$ cat src/rtl/wb_stage.sv
// Writeback stage: selects the result, waits for and extracts load data,
// and drives the register-file write port; flags bad loads and timeouts.
module wb_stage #(
    parameter int N   = 32,
    parameter int RA  = 5,
    parameter int TMO = 16
) (
    input  logic          clk,
    input  logic          rst_n,
    input  logic          in_valid,
    output logic          in_ready,
    input  logic [1:0]    mem2reg,
    input  logic [2:0]    funct3,
    input  logic          reg_write,
    input  logic [RA-1:0] rd,
    input  logic [N-1:0]  ALUres,
    input  logic [N-1:0]  NPCin,
    input  logic [N-1:0]  IMMin,
    input  logic          mem_rvalid,
    input  logic [N-1:0]  mem_rdata,
    output logic          rf_we,
    output logic [RA-1:0] rf_waddr,
    output logic [N-1:0]  rf_wdata,
    output logic          err
);

    localparam int CW = $clog2(TMO + 1);

    typedef enum logic [1:0] {
        IDLE,
        WAIT_MEM,
        WRITE
    } state_t;

    typedef struct packed {
        logic [2:0]    funct3;
        logic          reg_write;
        logic [RA-1:0] rd;
        logic [1:0]    off;
    } hold_t;

    state_t        state_q, state_d;
    hold_t         hold_q, hold_d;
    logic [N-1:0]  wdata_q, wdata_d;
    logic          err_q, err_d;
    logic [CW-1:0] tcnt_q, tcnt_d;

    logic          accept;
    logic          is_load;
    logic          ld_bad;
    logic [N-1:0]  sel;
    logic [N-1:0]  ld_data;
    logic [7:0]    ld_byte;
    logic [15:0]   ld_half;
    logic [CW-1:0] tcnt_inc;

    assign in_ready = (state_q != WAIT_MEM);
    assign accept   = in_valid && in_ready;
    assign is_load  = (mem2reg == 2'b10);
    assign tcnt_inc = tcnt_q + CW'(1);

    always_comb begin
        sel = ALUres;
        case (mem2reg)
            2'b00:   sel = NPCin;
            2'b11:   sel = IMMin;
            default: sel = ALUres;
        endcase
    end

    // Alignment is judged from the entry's offset before any wait starts
    always_comb begin
        ld_bad = 1'b1;
        case (funct3)
            3'b000, 3'b100: ld_bad = 1'b0;
            3'b001, 3'b101: ld_bad = ALUres[0];
            3'b010:         ld_bad = (ALUres[1:0] != 2'b00);
            default:        ld_bad = 1'b1;
        endcase
    end

    assign ld_byte = mem_rdata[{hold_q.off, 3'b000} +: 8];
    assign ld_half = hold_q.off[1] ? mem_rdata[31:16] : mem_rdata[15:0];

    always_comb begin
        ld_data = '0;
        case (hold_q.funct3)
            3'b000:  ld_data = N'($signed(ld_byte));
            3'b100:  ld_data = N'(ld_byte);
            3'b001:  ld_data = N'($signed(ld_half));
            3'b101:  ld_data = N'(ld_half);
            3'b010:  ld_data = N'($signed(mem_rdata[31:0]));
            default: ld_data = '0;
        endcase
    end

    always_comb begin
        state_d = state_q;
        hold_d  = hold_q;
        wdata_d = wdata_q;
        err_d   = 1'b0;
        tcnt_d  = tcnt_q;
        unique case (state_q)
            WAIT_MEM: begin
                if (mem_rvalid) begin
                    wdata_d = ld_data;
                    state_d = WRITE;
                end else if (tcnt_inc == CW'(TMO)) begin
                    err_d   = 1'b1;
                    tcnt_d  = '0;
                    state_d = IDLE;
                end else begin
                    tcnt_d = tcnt_inc;
                end
            end
            default: begin
                state_d = IDLE;
                if (accept) begin
                    hold_d.funct3    = funct3;
                    hold_d.reg_write = reg_write;
                    hold_d.rd        = rd;
                    hold_d.off       = ALUres[1:0];
                    if (!is_load) begin
                        wdata_d = sel;
                        state_d = WRITE;
                    end else if (ld_bad) begin
                        err_d = 1'b1;
                    end else begin
                        tcnt_d  = '0;
                        state_d = WAIT_MEM;
                    end
                end
            end
        endcase
    end

    always_ff @(posedge clk or negedge rst_n) begin
        if (!rst_n) begin
            state_q <= IDLE;
            hold_q  <= '0;
            wdata_q <= '0;
            err_q   <= 1'b0;
            tcnt_q  <= '0;
        end else begin
            state_q <= state_d;
            hold_q  <= hold_d;
            wdata_q <= wdata_d;
            err_q   <= err_d;
            tcnt_q  <= tcnt_d;
        end
    end

    assign rf_we    = (state_q == WRITE) && hold_q.reg_write && (hold_q.rd != '0);
    assign rf_waddr = hold_q.rd;
    assign rf_wdata = wdata_q;
    assign err      = err_q;

endmodule

$ cat config.mk
export PLATFORM = sky130hd
export DESIGN_NAME = wb_stage
export DESIGN_NICKNAME = d
export VERILOG_FILES = /design/src/rtl/wb_stage.sv
export SDC_FILE = /design/constraint.sdc
export NUM_CORES = 1
export LEC_CHECK = 0
export CORE_ASPECT_RATIO = 1.4
export CORE_MARGIN = 2
export CORE_UTILIZATION = 42
export CTS_CLUSTER_DIAMETER = 30
export CTS_CLUSTER_SIZE = 28
export DETAILED_ROUTE_END_ITERATION = 12
export HOLD_SLACK_MARGIN = 0.03
export PLACE_DENSITY = 0.88
export SYNTH_ARGS = -nofsm -noshare
export SYNTH_HDL_FRONTEND = slang
export SYNTH_SLANG_ARGS = --single-unit
$ cat constraint.sdc
create_clock -name clk -period 2.2 [get_ports clk]
set_clock_uncertainty 0.2 [all_clocks]
set_input_delay 0.55 -clock clk [delete_from_list [all_inputs] [get_ports clk]]
set_output_delay 0.55 -clock clk [all_outputs]
set_load 0.02 [all_outputs]
==> impl_metrics.json, run 1 <==
{
  "outcome": "finished, violations left",
  "violations": "negative setup slack",
  "ios": 183,
  "wirelength_mm": 15.5,
  "hpwl_mm": 11.1,
  "core_area_um2": 8930,
  "ctsHoldBuffers": 0,
  "gp_congestion": 0.941,
  "antenna_found_initial": 0,
  "layout_commonest_cell": "clkdlybuf4s50_1",
  "stdcell_count": 724,
  "placedCellCount": 714,
  "grt_overflow_total": 0,
  "dieArea_um2": 9890,
  "cts_tree": "built",
  "min_period_ps": 2260,
  "grt_max_degree": 52,
  "p_per_area_nw_per_um2": 597,
  "syn_nets": 571,
  "track_usage": 0.296,
  "cts.path.max_buffers": 2,
  "netlist_instances": 424,
  "seq_area_frac_synth": 0.334,
  "start_kind": "flip-flop",
  "crit_arrival_ps": 1510,
  "maxCapViolations": 0,
  "endpoint_kind": "output pin",
  "synth.distinct_cells": 56,
  "synth_ff_type": "dfrtp_1",
  "setup_viol_count_final": 1,
  "cts_sinks": 51,
  "maxSlewViolCount": 0,
  "grt_first_pass_wirelength_mm": 23.3,
  "rows": 41,
  "finalSetupTns_ps": -62.0,
  "routedWlPerCell_um": 21.4,
  "crit_fanout": 2,
  "fin_area_um2": 6350,
  "areaGrowthSynthToFinish_pct": 66.2,
  "drtPass1Iterations": 5,
  "clock_latency_ps": 290,
  "most-common-layout-cells": "clkdlybuf4s50_1 (176), dfrtp_1 (51), buf_4 (41)",
  "final_layout_size_suffix_gt1_frac": 0.199,
  "fin_nets": 764,
  "timing.fmax_mhz": 442,
  "ys_seq_elements": 51,
  "placed_area_um2": 5950,
  "portBuffers": 182,
  "tightest_slew_ps": 535,
  "path_class": "reg -> out",
  "cts_buffers": 5,
  "synth_area_um2": 3820,
  "drt-initial-drc-count": 427,
  "required_ps": 1450,
  "synth-async-reset-ratio": 1.00,
  "htreeDepth": 2,
  "hold_viol": 0,
  "hp-class": "in -> async",
  "period_share": 1.03,
  "vias": 4611,
  "postSynthAreaPerCell_um2": 9.02,
  "antenna_left": 0,
  "clk_pin_slew_worst_paths_ps": 60,
  "drcViolationCount": 0,
  "ir_drop_v": 0.000385,
  "yosysWarningCount": 0,
  "num_antenna_cells": 0,
  "fp.dieH_um": 117,
  "grt_pass1_vias": 4647,
  "post_drt_via_cell_ratio": 6.37,
  "p_leak_uw": 0.00251,
  "die_w_um": 84.6,
  "worst_slack_ps": -62.0,
  "initial_utilization": 0.428,
  "synth_edf_count": 0,
  "rsz0062_at_grt": "true",
  "clockRootBuffer": "clkbuf_16",
  "relSlewSlack": 0.643
}
routing by layer:
metal | up-vias | routed length, um | part of all wire | GRT usage
li1 | 2032 | - | - | -
met1 | 2221 | 5520 | 0.36 | 0.329
met2 | 285 | 7990 | 0.52 | 0.533
met3 | 73 | 1100 | 0.071 | 0.0533
met4 | 0 | 893 | 0.058 | 0.170
met5 | - | 0 | 0 | 0
flip-flops by register name (all words and copies together), names as in the netlist:
register  cells
rf_wdata     32
hold_q        6
rf_waddr      5
tcnt_q        5
state_q       2
err           1
timing repair:
action,4_1_cts,5_1_grt
resized for setup,35,13
hold endpoints to repair,0,0
cloned,2,0
pin swaps,11,4
endpoints found under the setup margin,34,12
setup buffers,1,0
report_power, final:
part	total [uW]	internal (uW)	switching [uW]
registers	1250	1100	146
clock network	796	445	350
logic	1750	921	828
total	3790	2470	1320
logic make-up after synthesis:
logic type / share of synthesized area
compound gates: 0.347
fa+ha+maj: 0.0131
buf+inv: 0.0953
flops: 0.334
mux: 0.0671
simple gates: 0.143
per-stage QoR:
stage               hold slack (ps)   util  total power (uW)  setup slack (ps)
global placement                291  0.667              2810              -396
floorplan                      54.4      -              2050              27.3
finish                         44.8  0.712              3790             -62.0
CTS                            61.3  0.705              3730             -54.0
global route                   67.8  0.712              3940              -101
detailed placement              302  0.667              2870              -488
path summary, 6_finish.rpt:
check | startpoint | endpoint | slack (ps) | depth (start not counted)
max in group asynchronous | rst_n | rf_wdata[10]$_DFFE_PN0P_ | 1520 | 2
max | rf_waddr[3]$_DFFE_PN0P_ | rf_we | -60 | 4
max reg2reg | hold_q[8]$_DFFE_PN0P_ | rf_wdata[8]$_DFFE_PN0P_ | 100 | 5
min | rst_n | rf_waddr[3]$_DFFE_PN0P_ | 40 | 2
min reg2reg | rf_wdata[9]$_DFFE_PN0P_ | rf_wdata[9]$_DFFE_PN0P_ | 320 | 1
min in group clk | rf_wdata[9]$_DFFE_PN0P_ | rf_wdata[9]$_DFFE_PN0P_ | 320 | 1
synthesized netlist by cell type (3+ instances only):
library cell / number / area (um2)
a211oi_1: 17 / 128
a21oi_1: 26 / 130
buf_6: 7 / 78.8
a211o_1: 3 / 26.3
a221o_1: 10 / 100
nor3b_1: 3 / 22.5
mux2_2: 21 / 236
dfrtp_1: 51 / 1280
a221oi_1: 17 / 149
nor4b_1: 3 / 26.3
nor2b_1: 19 / 119
nand2b_1: 4 / 25.0
clkbuf_1: 18 / 67.6
a22oi_1: 30 / 225
nand3_1: 4 / 20.0
ha_1: 4 / 50.1
nor4_1: 3 / 18.8
o31ai_1: 16 / 120
inv_1: 23 / 86.3
buf_4: 9 / 67.6
nor3_1: 21 / 105
nor2_1: 5 / 18.8
buf_2: 10 / 50.1
o21ai_0: 20 / 100
a222oi_1: 5 / 50.1
o211ai_1: 17 / 128
nand2_1: 19 / 71.3
area by class of cell:
type                       instances  area (um2)
fill                             628        2570
multi-input combinational        303        2380
timing repair buffer             232        2320
sequential                        51        1280
clock buffer                       6         139
tap                              107         134
inverter                          24        92.6
clock inverter                     1        5.00
worst max-delay path, stage by stage (launching register included):
cell	delay (ps)
dfrtp_1	380
or4_4	550
nor2_4	100
nor3_2	40
buf_4	160
(Power assumes the default switching activity.)
==> inputs of run 2 (changes only) <==
- CORE_ASPECT_RATIO: 1.4 -> default
- REMOVE_ABC_BUFFERS: default -> 1
==> run 2 against run 1 <==
Against the previous run:
- the flow still finishes with violations (negative setup slack)
- hold slack gained 270 ps
- combinational power decreased by 5%
- power down 8.7%
- critical endpoint unchanged
- largest power group unchanged
==> impl_metrics.json, run 2 (synthesized netlist as in run 1, its figures left out) <==
{
  "post_drt_via_cell_ratio": 6.20,
  "maxSlewViolCount": 0,
  "grt_overflow_total": 0,
  "drcViolationCount": 0,
  "crit_arrival_ps": 1560,
  "placed_area_um2": 5960,
  "endpoint_kind": "output pin",
  "htreeDepth": 2,
  "rsz0062_at_grt": "true",
  "areaGrowthSynthToFinish_pct": 61.8,
  "track_usage": 0.287,
  "clockRootBuffer": "clkbuf_8",
  "worst_slack_ps": -106,
  "clock_latency_ps": 310,
  "start_kind": "flip-flop",
  "worst_hold_path.endpoint": "hold_q[7]$_DFFE_PN0P_",
  "ir_drop_v": 0.000327,
  "path_class": "reg -> out",
  "drtPass1Iterations": 5,
  "fin_nets": 766,
  "final_layout_size_suffix_gt1_frac": 0.174,
  "startpoint": "rf_waddr[4]$_DFFE_PN0P_",
  "cts_buffers": 5,
  "num_antenna_cells": 0,
  "grt_max_degree": 35,
  "antenna_left": 0,
  "violations": "negative setup slack",
  "core_area_um2": 8760,
  "required_ps": 1450,
  "min_path_cells": 1,
  "cts.path.max_buffers": 2,
  "initial_utilization": 0.436,
  "clk_pin_slew_worst_paths_ps": 100,
  "hold_start": "hold_q[7]$_DFFE_PN0P_",
  "regToRegEndpoint": "rf_wdata[13]$_DFFE_PN0P_",
  "seq_power_share": 0.359,
  "hold_viol": 0,
  "pwr-share-clk": 0.160,
  "p_total_uw": 3460,
  "dieArea_um2": 9880,
  "relSlewSlack": 0.595,
  "grt_first_pass_wirelength_mm": 22.6,
  "p_leak_uw": 0.00246,
  "ff2ff_path_depth": 4,
  "largest_reg_flops": 32,
  "combinationalPowerShare": 0.482,
  "timing.fmax_mhz": 434,
  "most-common-layout-cells": "clkdlybuf4s50_1 (175), dfrtp_1 (51), buf_4 (44)",
  "routedWlPerCell_um": 20.0,
  "timing.rr.start": "hold_q[8]$_DFFE_PN0P_",
  "fill_cells": 650,
  "vias": 4515,
  "power_switching_uw": 1250,
  "cts_tree": "built",
  "wirelength_mm": 14.6,
  "hpwl_mm": 11.1,
  "p_sw_frac": 0.361,
  "antenna_found_initial": 0,
  "maxCapViolations": 0,
  "setup_viol_count_final": 1,
  "fin_area_um2": 6190,
  "drt-initial-drc-count": 351,
  "grt_pass1_vias": 4530,
  "layout_commonest_cell": "clkdlybuf4s50_1",
  "die_w_um": 99.4,
  "rows": 34,
  "tightest_slew_ps": 606,
  "p_int_uw": 2210,
  "outcome": "finished, violations left",
  "ios": 183,
  "hp-class": "reg -> reg",
  "fp.dieH_um": 99.4,
  "crit_fanout": 2,
  "portBuffers": 182,
  "period_share": 1.05,
  "min_period_ps": 2310,
  "regToRegSetupSlack_ps": 70,
  "cts_sinks": 51,
  "gp_congestion": 0.880,
  "p_per_area_nw_per_um2": 560
}
==> run 2: cell types whose count changed in the layout (fill, tap and decap cells not counted), sizes merged <==
| cell | previous run | this run |
|---|---|---|
| clkinvlp | 0 | 2 |
| clkdlybuf4s50 | 176 | 175 |
| dlygate4sd3 | 0 | 1 |
| clkbuf | 6 | 5 |
| dlymetal6s2s | 1 | 2 |
| buf | 51 | 52 |
==> run 2: layer usage <==
metal  wire, um  vias up  global-route usage  part of all wire
li1           -     2040                   -                 -
met1       5390     2148               0.343              0.37
met2       7340      277               0.508              0.50
met3       1290       50              0.0499             0.088
met4        577        0               0.120             0.040
met5          0        -                   0                 0
==> run 2: power groups by stage <==
stage / registers, uW / clock network, uW / logic (uW)
detailed placement: 1250 / 0 / 1610
global placement: 1240 / 0 / 1560
floorplan: 1410 / 0 / 569
global route: 1260 / 606 / 1780
finish: 1240 / 553 / 1670
CTS: 1230 / 563 / 1650
==> run 2: critical path: stages (launching register included) <==
cell     delay [ps]
dfrtp_1         390
or4_4           550
nor2_4           90
nor3_1           50
buf_2           160
==> run 2: final cells by class <==
type,instances,area [um2],area share
inverters,24,92.6,0.0150
multi-input cells,303,2290,0.370
clock inverters,3,20.0,0.00324
well taps,108,135,0.0218
flip-flops and latches,51,1280,0.206
clock buffers,5,68.8,0.0111
repair buffers,234,2310,0.373
==> run 2: what timing repair did <==
item	in CTS	in global routing
cloned	1	0
hold buffers	1	0
endpoints found under the setup margin	33	16
setup buffers	0	1
endpoints found under the hold margin	2	0
pin swaps	6	1
resized for setup	22	6
==> run 2: worst max-delay path by stage <==
stage	slack, ps	to	cells past startpoint
after floorplan	-630	rf_wdata[4]$_DFFE_PN0P_	6
after global placement	-390	rf_wdata[28]$_DFFE_PN0P_	8
after detailed placement	-520	rf_wdata[25]$_DFFE_PN0P_	8
after CTS	-120	rf_we	4
after global routing	-180	rf_we	4
final	-110	rf_we	4
==> run 2: metrics by stage <==
stage	TNS (ps)	setup WS, ps	hold slack [ps]	instances	utilization
2_1_floorplan	-16200	-629	54.4	378	-
3_3_place_gp	-11820	-388	295	717	0.680
3_5_place_dp	-13860	-517	296	717	0.680
4_1_cts	-121	-121	319	727	0.702
5_1_grt	-176	-176	326	728	0.706
6_report	-106	-106	315	728	0.706
